==> src/rtl/bf_iteration_ctrl.sv <==
// bf_iteration_ctrl: sequencing and convergence controller for the 8-node Bellman-Ford datapath.
//
// Optional feature macro: BF_CTRL_EARLY_EXIT_EN
//   defined   - a snapshot of the distance vector is taken at every rollover; an
//               iteration that changes no distance ends the run early.
//   undefined - no snapshot or comparators; a run ends only at the MAX_ITER cap
//               and converged is tied 0.
//
// Ports:
//   clk                    in   single clock, rising edge
//   rst_global             in   asynchronous active-low reset
//   start                  in   run start pulse, honoured only in IDLE and DONE
//   rollover_phase_counter in   datapath end-of-iteration pulse
//   finish                 in   datapath completion level
//   d_0000..d_0007         in   current node distances, all-ones is infinity
//   write_enable           out  datapath load strobe, LOAD_CYCLES cycles long
//   read_enable            out  datapath run enable
//   iteration_done         out  one-cycle terminate request, decoded from flops only
//   done                   out  run complete, held until the next start
//   converged              out  1 = early exit on no change, 0 = cap reached
//   iter_count             out  completed iterations
//   err                    out  sticky, rollover seen during CHECK
module bf_iteration_ctrl #(
  parameter int N_NODES     = 8,
  parameter int DW          = 32,
  parameter int LOAD_CYCLES = 2,
  parameter int MAX_ITER    = 2047
) (
  input  logic          clk,
  input  logic          rst_global,
  input  logic          start,
  input  logic          rollover_phase_counter,
  input  logic          finish,
  input  logic [DW-1:0] d_0000,
  input  logic [DW-1:0] d_0001,
  input  logic [DW-1:0] d_0002,
  input  logic [DW-1:0] d_0003,
  input  logic [DW-1:0] d_0004,
  input  logic [DW-1:0] d_0005,
  input  logic [DW-1:0] d_0006,
  input  logic [DW-1:0] d_0007,
  output logic          write_enable,
  output logic          read_enable,
  output logic          iteration_done,
  output logic          done,
  output logic          converged,
  output logic [10:0]   iter_count,
  output logic          err
);
  localparam logic [2:0] S_IDLE     = 3'd0;
  localparam logic [2:0] S_LOAD     = 3'd1;
  localparam logic [2:0] S_RUN      = 3'd2;
  localparam logic [2:0] S_CHECK    = 3'd3;
  localparam logic [2:0] S_WAIT_FIN = 3'd4;
  localparam logic [2:0] S_DONE     = 3'd5;
  localparam int LW = (LOAD_CYCLES > 1) ? $clog2(LOAD_CYCLES) : 1;
  localparam logic [LW-1:0] LOAD_LAST = LW'(LOAD_CYCLES - 1);
  localparam logic [10:0] ITER_CAP = 11'(MAX_ITER);
  logic [2:0]    state_q, state_d;
  logic [LW-1:0] load_cnt_q, load_cnt_d;
  logic [10:0]   iter_count_q, iter_count_d;
  logic          err_q, err_d;
  logic          restart, cap_hit, changed, exit_chk;
  assign restart  = start && (state_q == S_IDLE || state_q == S_DONE);
  assign cap_hit  = (iter_count_q + 11'd1) == ITER_CAP;
  // Exit decision uses only registered state so iteration_done is glitch-free.
  assign exit_chk = (state_q == S_CHECK) && (!changed || cap_hit);
  always_comb begin
    state_d      = state_q;
    load_cnt_d   = load_cnt_q;
    iter_count_d = iter_count_q;
    err_d        = err_q;
    if (restart) begin
      state_d      = S_LOAD;
      load_cnt_d   = '0;
      iter_count_d = '0;
      err_d        = 1'b0;
    end else begin
      case (state_q)
        S_LOAD: begin
          load_cnt_d = load_cnt_q + 1'b1;
          state_d    = (load_cnt_q == LOAD_LAST) ? S_RUN : S_LOAD;
        end
        S_RUN:      state_d = rollover_phase_counter ? S_CHECK : S_RUN;
        S_CHECK: begin
          // A rollover here is a datapath protocol violation: flag it, don't count it.
          iter_count_d = (iter_count_q == ITER_CAP) ? iter_count_q : iter_count_q + 11'd1;
          err_d        = err_q | rollover_phase_counter;
          state_d      = exit_chk ? S_WAIT_FIN : S_RUN;
        end
        S_WAIT_FIN: state_d = finish ? S_DONE : S_WAIT_FIN;
        S_IDLE, S_DONE: ;
        default:    state_d = S_IDLE;
      endcase
    end
  end
  always_ff @(posedge clk or negedge rst_global) begin
    if (!rst_global) begin
      state_q      <= S_IDLE;
      load_cnt_q   <= '0;
      iter_count_q <= '0;
      err_q        <= 1'b0;
    end else begin
      state_q      <= state_d;
      load_cnt_q   <= load_cnt_d;
      iter_count_q <= iter_count_d;
      err_q        <= err_d;
    end
  end
`ifdef BF_CTRL_EARLY_EXIT_EN
  logic [N_NODES-1:0][DW-1:0] d, snap_q, snap_d;
  logic                       changed_q, changed_d;
  logic                       converged_q, converged_d;
  assign d = {d_0007, d_0006, d_0005, d_0004, d_0003, d_0002, d_0001, d_0000};
  always_comb begin
    snap_d      = snap_q;
    changed_d   = changed_q;
    converged_d = converged_q;
    if (restart) begin
      snap_d      = '1;
      converged_d = 1'b0;
    end else if (state_q == S_RUN && rollover_phase_counter) begin
      changed_d = 1'b0;
      for (int i = 0; i < N_NODES; i++) begin
        changed_d = changed_d | (d[i] != snap_q[i]);
        snap_d[i] = d[i];
      end
    end else if (exit_chk && !changed_q) begin
      converged_d = 1'b1;
    end
  end
  always_ff @(posedge clk or negedge rst_global) begin
    if (!rst_global) begin
      snap_q      <= '1;
      changed_q   <= 1'b0;
      converged_q <= 1'b0;
    end else begin
      snap_q      <= snap_d;
      changed_q   <= changed_d;
      converged_q <= converged_d;
    end
  end
  assign changed   = changed_q;
  assign converged = converged_q;
`else
  logic unused_d;
  assign unused_d  = ^{d_0000, d_0001, d_0002, d_0003, d_0004, d_0005, d_0006, d_0007};
  assign changed   = 1'b1;
  assign converged = 1'b0;
`endif
  assign write_enable   = state_q == S_LOAD;
  assign read_enable    = state_q == S_RUN || state_q == S_CHECK || state_q == S_WAIT_FIN;
  assign iteration_done = exit_chk;
  assign done           = state_q == S_DONE;
  assign iter_count     = iter_count_q;
  assign err            = err_q;
endmodule

==> config.mk <==
export PLATFORM = sky130hd
export DESIGN_NAME = bf_iteration_ctrl
export DESIGN_NICKNAME = d
export VERILOG_FILES = /design/src/rtl/bf_iteration_ctrl.sv
export SDC_FILE = /design/constraint.sdc
export NUM_CORES = 1
export LEC_CHECK = 0
export ABC_AREA = 1
export BUFFER_PORTS_ARGS = -buffer_cell sky130_fd_sc_hd__buf_2
export CAP_MARGIN = 10
export CORE_AREA = 2 2 107 109
export CTS_CLUSTER_DIAMETER = 50
export CTS_CLUSTER_SIZE = 28
export DETAILED_ROUTE_END_ITERATION = 8
export DIE_AREA = 0 0 109 111
export SLEW_MARGIN = 20
export SYNTH_ARGS = -nofsm -noshare
export SYNTH_HDL_FRONTEND = slang
export SYNTH_SLANG_ARGS = --single-unit
==> constraint.sdc <==
create_clock -name clk -period 2.4 [get_ports clk]
set_input_delay 0.72 -clock clk [delete_from_list [all_inputs] [get_ports clk]]
set_output_delay 0.72 -clock clk [all_outputs]
set_load 0.01 [all_outputs]
======== Word-level counts from Yosys, hierarchy flattened ========
Index checks and enable logic that the tools add are counted.
word-level totals
  register bits ........................... 16
  output and inout bits ................... 17
  word-level logic and storage cells ...... 39
operators by class
  add/sub/neg operators ................... 2
  equal/unequal tests ..................... 9
  multiplexer cells ....................... 13
  bitwise gates (word level) .............. 1
  reduce and logical (&&, ||, !) cells .... 10
operators by type and width
  operator                 count
  $mux W11                 3
  $eq A11 B11 Y1 const B   2
  $pmux W3 S5              1
  $add A11 B1 Y11 const B  1
  $eq A3 B2 Y1 const B     2
  $eq A3 B3 Y1 const B     2
  $mux W1                  6
  $mux W3                  2
  $ne A2 B2 Y1 const B     2
  $reduce_bool A2 Y1       2
  $eq A3 B1 Y1 const B     1
  $logic_not A3 Y1         1
  $logic_or A1 B1 Y1       3
  $logic_and A1 B1 Y1      2
  $mux W2                  1
  $reduce_and A2 Y1        1
  $reduce_or A2 Y1         1
  $add A1 B1 Y1 const B    1
  $or A1 B1 Y1             1

======== Logic depth before layout (Yosys ltp) ========
Gate-level depths: netlist (run 1).
  depth after elaboration ................. 6
  mapped depth ............................ 11

======== Least setup slack after synthesis (run 1) ========
Ideal clock, no wire load.
  kind .................................... flip-flop to output port
  start point ............................. register iter_count_q[1], in the netlist iter_count[1]
  end point ............................... output iteration_done
  arrival time ............................ 1.414 ns
  data required time ...................... 1.680 ns
  path slack .............................. 0.266 ns
  stages on the path, launching flop included .. 10
  cell sequence ........................... dfrtp_1 -> ha_1 -> nand2_1 -> inv_1 -> nand2_2 -> o21ai_0 -> nand2_1 -> nor2_1 -> nand3_1 -> inv_1
between the ends
  word-level cells in the longest chain between the ends .. 3
RTL lines
  item                    RTL line  source
  start, declared         61        logic [10:0] iter_count_q, iter_count_d;
  start signal, assigned  106       iter_count_q <= iter_count_d;
  $add A11 B1 Y11         65        assign cap_hit = (iter_count_q + 11'd1) == ITER_CAP;
  $eq A11 B11 Y1          65
  $logic_and A1 B1 Y1     67        assign exit_chk = (state_q == S_CHECK) && (!changed || cap_hit);
  end, declared           44        output logic iteration_done,
No other way between the ends.

======== Final worst setup path (run 1) ========
  start point ............................. register iter_count_q[0], in the netlist iter_count[0]
  end point ............................... output iteration_done
The elaborated chain is that of the path after synthesis.

==> results.json, run 1 <==
{
  "final.setup_skew_ns": 0.00197,
  "post_synth_num_cell_types": 24,
  "cts-root-buf": "sky130_fd_sc_hd__clkbuf_16",
  "finalSetupViolCount": 1,
  "layout_min_cycle_time_ns": 2.43,
  "die_y_um": 111,
  "count_of_unresolved_drc_violations_after_routing": 0,
  "hold_class": "in -> async",
  "critical_path_class": "reg -> out",
  "ant_nets": 0,
  "clock_tree.htree_level_count": 1,
  "postSynthNetCount": 400,
  "crit_path_cell_trace": "ha_2 -> nand2_2 -> inv_2 -> nand2_4 -> o21ai_2 -> nand2_2 -> nor2_4 -> nand3_2 -> inv_1 -> buf_2",
  "groute.layer.met1.usage_pct": 5.54,
  "grt_antenna_before_repair": 0,
  "firstDrtPassIters": 4,
  "fin_hold_ws_ns": 0.391,
  "drt_wl_total_um": 2690,
  "r2r_setup_slack_ns": 0.75,
  "synth_warnings": 0,
  "cap_viol_max_count": 0,
  "grt_overflow": 0,
  "synth-edff-count": 0,
  "timing.final.ws_setup_ns": -0.0298,
  "layout_worst_path_cycle_share_pct": 101,
  "max-slew-margin-rel_pct": 45.5,
  "use_met2_pct": 7.78,
  "post_synth_instance_area_um2": 986,
  "antennaDiodeCount": 0,
  "grt-busiest-layer": "met2",
  "clkSlewWorstSetupHoldPaths_ns": 0.05,
  "slew_violations": 0,
  "worst_path_max_delay_cell": "sky130_fd_sc_hd__dfrtp_1",
  "design_power_total_uw": 1420,
  "cp_common_cell": "sky130_fd_sc_hd__nand2_2",
  "worstSetupStartpointType": "flip-flop",
  "pin_count": 278,
  "max-vdd-ir-drop_v": 0.000342,
  "final_util_pct": 13.1,
  "clock_sinks": 16,
  "dr.first_iter.drc_count": 30,
  "die_area_um2": 12100,
  "status": "complete, but fails checks",
  "max_freq_mhz": 412,
  "crit_required_ns": 1.68,
  "clk_latency_ns": 0.24,
  "syn_to_final_growth_pct": 46.7,
  "grt_pass1_vias": 928,
  "core-area_um2": 11100,
  "routed-via-count": 961,
  "tritoncts": "built",
  "synth_area_per_cell_um2": 7.20,
  "timing_hold_violations_final": 0,
  "grt_use_met3_pct": 0.823,
  "grt.total_usage_pct": 4.84,
  "synth-seq-area-share_pct": 40.6,
  "cp_max_fo": 4,
  "wl_per_cell_um": 8.74,
  "clock_tree.buffer_depth": 2,
  "failing_checks": "setup timing",
  "globalplace.congestion": 0.775,
  "detail_route.vias_per_cell": 3.12,
  "critical_path.top_delay_family": "simple AND/OR/NAND/NOR gates",
  "path_buf_inv": 3,
  "portBuffers": 20,
  "slowest_delay_ns": 0.39,
  "power.density_nw_per_um2": 985,
  "pin_count_of_the_biggest_net_entering_global_routing": 17,
  "timing.critical_path.to_type": "primary output",
  "worst-slew-pin-transition_ns": 0.815,
  "worst_path_arrival_time_ns": 1.71,
  "die_width_um": 109,
  "cellLeakagePower_uw": 0.000661,
  "ys_seq_elements": 16,
  "std_cell_rows": 39,
  "syn-instance-count": 137,
  "initial_utilization_pct": 8.90,
  "rsz0062_at_grt": "true",
  "cts_made_buffers": 3,
  "final_nets": 430,
  "grt_pass1_wl_um": 4420,
  "synth_flop_cell": "sky130_fd_sc_hd__dfrtp_1",
  "ctsHoldBuffers": 0,
  "synth_async_sr_flop_share_pct": 100,
  "post-dp-hpwl_um": 2120,
  "totalNegativeSetupSlack_ns": -0.0298,
  "drive_gt1_share_pct": 35.8
}
-- through the flow --
step | area, um^2 | std cells | worst slack, ns
2_1_floorplan | 986 | 137 | 0.266
3_3_place_gp | 1270 | 301 | 0.0327
3_5_place_dp | 1270 | 301 | 0.0300
4_1_cts | 1390 | 305 | -0.0502
5_1_grt | 1450 | 308 | -0.121
6_report | 1450 | 308 | -0.0298
-- flip-flops by register name, indices dropped and copies added, names as in the netlist --
| signal | count |
|---|---|
| iter_count | 11 |
| state_q | 3 |
| err | 1 |
| load_cnt_q | 1 |
-- where the power goes --
group | total, uW | internal [uW] | switching [uW]
registers | 473 | 369 | 104
logic | 627 | 243 | 384
clock network | 324 | 219 | 105
-- area by class of cell --
class | count | area [um^2]
Timing Repair Buffer | 26 | 145
Clock buffer | 3 | 75.1
Multi-Input combinational cell | 100 | 567
Fill cell | 1262 | 9630
Inverter | 20 | 77.6
Sequential cell | 16 | 403
Tap cell | 143 | 179
-- worst register-to-register path, cell delays in order (launching register included) --
cell	delay, ns
sky130_fd_sc_hd__dfrtp_1	0.39
sky130_fd_sc_hd__ha_2	0.22
sky130_fd_sc_hd__nand2_2	0.07
sky130_fd_sc_hd__inv_2	0.09
sky130_fd_sc_hd__nand2_4	0.07
sky130_fd_sc_hd__nor2_4	0.10
sky130_fd_sc_hd__nand2_2	0.08
sky130_fd_sc_hd__o21ai_4	0.25
sky130_fd_sc_hd__inv_2	0.13
sky130_fd_sc_hd__nand2_1	0.09
sky130_fd_sc_hd__o21ai_2	0.05
-- worst paths after layout --
path                          startpoint        endpoint  cells after the start
max                        iter_count[0]  iteration_done                     10
min                           rst_global             err                      1
max reg2reg                iter_count[0]   iter_count[4]                     10
min reg2reg                          err             err                      2
max in group asynchronous     rst_global   iter_count[2]                      1
min in group clk                     err             err                      2
-- layer usage --
| layer | vias up | wire (um) |
|---|---|---|
| li1 | 492 | - |
| met1 | 450 | 1180 |
| met2 | 17 | 1330 |
| met3 | 2 | 98 |
| met4 | 0 | 89 |
| met5 | - | 0 |
-- cell usage after synthesis, types with 2 or more instances --
master	count	area (um^2)
sky130_fd_sc_hd__inv_1	19	71.3
sky130_fd_sc_hd__dfrtp_1	16	400
sky130_fd_sc_hd__nor2_1	11	41.3
sky130_fd_sc_hd__o21ai_0	8	40.0
sky130_fd_sc_hd__nand2_2	3	18.8
sky130_fd_sc_hd__nand2_1	42	158
sky130_fd_sc_hd__ha_1	2	25.0
sky130_fd_sc_hd__nand3b_1	2	15.0
sky130_fd_sc_hd__a21oi_1	2	10.0
sky130_fd_sc_hd__o21ai_2	3	26.3
sky130_fd_sc_hd__o21ai_1	4	20.0
sky130_fd_sc_hd__nand3_1	13	65.1
-- cells by family after synthesis --
family	count (synthesis)	share of synthesized area (%)
other	1	0.380
adder cells (fa/ha/maj)	2	2.54
XOR/XNOR	1	0.888
buffers and inverters	21	8.38
AO/OA/AOI/OAI	19	12.2
AND/OR/NAND/NOR	77	35.0
flip-flops	16	40.6
-- repair_timing --
action	4_1_cts	5_1_grt
setup endpoints to repair	1	1
buffers inserted	1	3
pin swaps	4	6
gates resized for setup	13	11
cloned	0	0
-- placed cells by master, fill, tap and decap left out --
master                      count
sky130_fd_sc_hd__conb_1         1
sky130_fd_sc_hd__o21ai_1        4
sky130_fd_sc_hd__nand3_1       10
sky130_fd_sc_hd__a21oi_1        2
sky130_fd_sc_hd__o211ai_1       1
sky130_fd_sc_hd__o21ai_0        7
sky130_fd_sc_hd__ha_1           1
sky130_fd_sc_hd__nor2_2         3
sky130_fd_sc_hd__nand3b_1       2
sky130_fd_sc_hd__nor2_4         4
sky130_fd_sc_hd__ha_2           1
sky130_fd_sc_hd__and2_1         1
sky130_fd_sc_hd__inv_4          1
sky130_fd_sc_hd__nand2_2        6
sky130_fd_sc_hd__nand2_4        2
sky130_fd_sc_hd__buf_4          6
sky130_fd_sc_hd__or2_2          1
sky130_fd_sc_hd__nand4_1        1
sky130_fd_sc_hd__dfrtp_2        2
sky130_fd_sc_hd__xnor2_1        1
sky130_fd_sc_hd__nor2_1         6
sky130_fd_sc_hd__buf_2         20
sky130_fd_sc_hd__dfrtp_1       14
sky130_fd_sc_hd__nand3_2        3
sky130_fd_sc_hd__inv_2          2
sky130_fd_sc_hd__nand2_1       38
sky130_fd_sc_hd__inv_1         17
sky130_fd_sc_hd__o21ai_2        4
sky130_fd_sc_hd__o21ai_4        1
sky130_fd_sc_hd__clkbuf_16      3
(Power assumes the default switching activity.)
==> inputs of run 2 (changes only) <==
--- a/config.mk
+++ b/config.mk
@@ -13,6 +13,7 @@
 export CTS_CLUSTER_SIZE = 28
 export DETAILED_ROUTE_END_ITERATION = 8
 export DIE_AREA = 0 0 109 111
+export REMOVE_ABC_BUFFERS = 1
 export SLEW_MARGIN = 20
 export SYNTH_ARGS = -nofsm -noshare
 export SYNTH_HDL_FRONTEND = slang
==> results.json, run 2 (synthesis gave the netlist of run 1 again) <==
{
  "status": "complete, but fails checks",
  "failing_checks": "setup timing",
  "antennaDiodeCount": 0,
  "cap_viol_max_count": 0,
  "clock_tree.buffer_depth": 2,
  "hold_class": "in -> async",
  "design_power_total_uw": 1560,
  "tritoncts": "built",
  "grt_antenna_before_repair": 0,
  "crit_required_ns": 1.68,
  "power.density_nw_per_um2": 993,
  "firstDrtPassIters": 4,
  "wl_per_cell_um": 9.50,
  "dr_wl_met2_um": 1540,
  "clk_latency_ns": 0.24,
  "max-slew-margin-rel_pct": 49.0,
  "clkSlewWorstSetupHoldPaths_ns": 0.05,
  "rsz0062_at_grt": "true",
  "final_nets": 432,
  "drt_wl_total_um": 2960,
  "crit_path_cell_trace": "buf_6 -> nand2_2 -> nor2_4 -> nand2_1 -> nand2_2 -> nand3_4 -> nor2_4 -> nand3_2 -> inv_1 -> buf_2",
  "pin_count_of_the_biggest_net_entering_global_routing": 17,
  "pin_count": 278,
  "syn_to_final_growth_pct": 59.8,
  "timing_hold_violations_final": 0,
  "globalplace.congestion": 0.750,
  "ant_nets": 0,
  "p_int_uw": 908,
  "detail_route.vias_per_cell": 3.22,
  "r2r_start": "iter_count[0]",
  "switching_power_uw": 657,
  "layout_worst_path_cycle_share_pct": 101,
  "dr.first_iter.drc_count": 29,
  "routed-via-count": 1001,
  "ff2ff_path_depth": 10,
  "grt_pass1_wl_um": 4550,
  "worst_path_arrival_time_ns": 1.71,
  "route.met3.wl_um": 86,
  "cp_max_fo": 4,
  "die_width_um": 109,
  "max-vdd-ir-drop_v": 0.000259,
  "layout_min_cycle_time_ns": 2.43,
  "worst_path_max_delay_cell": "sky130_fd_sc_hd__dfrtp_2",
  "final_common_cell": "sky130_fd_sc_hd__nand2_1",
  "max_freq_mhz": 412,
  "fin_hold_ws_ns": 0.383,
  "die_area_um2": 12100,
  "timing.critical_path.to_type": "primary output",
  "die_y_um": 111,
  "slew_violations": 0,
  "grt_pass1_vias": 954,
  "worstSetupStartpointType": "flip-flop",
  "grt.total_usage_pct": 4.89,
  "p_sw_share_pct": 42.0,
  "final.setup_skew_ns": 0.00116,
  "critical_path_class": "reg -> out",
  "power_frac_seq_pct": 31.8,
  "drive_gt1_share_pct": 45.2,
  "post-dp-hpwl_um": 2100,
  "mostFrequentLayoutCells": "sky130_fd_sc_hd__nand2_1 (32), sky130_fd_sc_hd__buf_2 (20), sky130_fd_sc_hd__inv_1 (17)",
  "fillCellCount": 1235,
  "portBuffers": 20,
  "clock_sinks": 16,
  "clock_tree.htree_level_count": 1,
  "ctsHoldBuffers": 0,
  "slowest_delay_ns": 0.42,
  "count_of_unresolved_drc_violations_after_routing": 0,
  "r2r_setup_slack_ns": 0.72,
  "cts-root-buf": "sky130_fd_sc_hd__clkbuf_16",
  "cts_made_buffers": 3,
  "initial_utilization_pct": 8.90,
  "timing.critical_path.to": "iteration_done",
  "cellLeakagePower_uw": 0.000693,
  "finalSetupViolCount": 1,
  "routed.top_layer": "met4",
  "power_frac_clock_pct": 23.0,
  "grt_overflow": 0,
  "critPathLaunch": "iter_count[1]",
  "worst-slew-pin-transition_ns": 0.761,
  "power.share.combinational_pct": 45.2,
  "timing.final.ws_setup_ns": -0.0272,
  "worstReg2RegEnd": "iter_count[4]",
  "std_cell_rows": 39,
  "largest_reg_flops": 11,
  "detail_route.wirelength.met1_um": 1230,
  "core-area_um2": 11100
}
==> run 2: cell count changes in the layout (fill, tap and decap cells not counted), sizes merged <==
cell,previous run,this run
clkbuf,3,4
buf,26,28
==> run 2: worst max-delay path, delay by kind of cell, from the launching register on <==
| kind | cells | cell delay [ns] |
|---|---|---|
| buf+inv | 3 | 0.31 |
| flops | 1 | 0.42 |
| simple gates | 7 | 0.73 |
==> run 2: repair_timing <==
action,4_1_cts,5_1_grt
pin swaps,6,12
setup endpoints to repair,1,1
cloned,0,0
buffers inserted,1,5
resized for setup,16,33
==> run 2: power groups by stage <==
stage	combinational, uW	clock (uW)	sequential, uW
2_1_floorplan	342	0	483
3_3_place_gp	564	0	472
3_5_place_dp	572	0	475
4_1_cts	603	365	471
5_1_grt	787	378	521
6_report	707	360	498
==> run 2: cell type report <==
cell class,instances,area [um^2],area share (%)
Tap cell,143,179,11.4
Multi-Input combinational cell,100,649,41.2
Sequential cell,16,408,25.9
Inverter,20,82.6,5.24
Clock buffer,4,88.8,5.64
Timing Repair Buffer,28,168,10.6
==> run 2: per-layer routing <==
layer | GRT usage [%] | up-vias
met2 | 7.70 | 18
li1 | - | 494
met5 | 0 | -
met1 | 5.98 | 485
met3 | 0.588 | 4
met4 | 3.68 | 0
==> run 2: how the worst min path moves through the flow <==
stage                       to  slack (ns)  depth (start not counted)
floorplan                  err        0.42                          0
global placement           err        0.49                          2
detailed placement         err        0.49                          2
CTS                 state_q[2]        0.40                          1
global route        state_q[2]        0.43                          1
finish              state_q[2]        0.38                          1
==> run 2: stage by stage <==
stage,area (um^2),TNS (ns),cells,setup WS [ns],utilization [%]
floorplan,978,0,136,0.266,-
global placement,1270,0,301,0.0763,11.5
detailed placement,1270,0,301,0.0443,11.5
CTS,1420,-0.0773,306,-0.0773,12.8
global route,1580,-0.143,311,-0.143,14.2
finish,1580,-0.0272,311,-0.0272,14.2
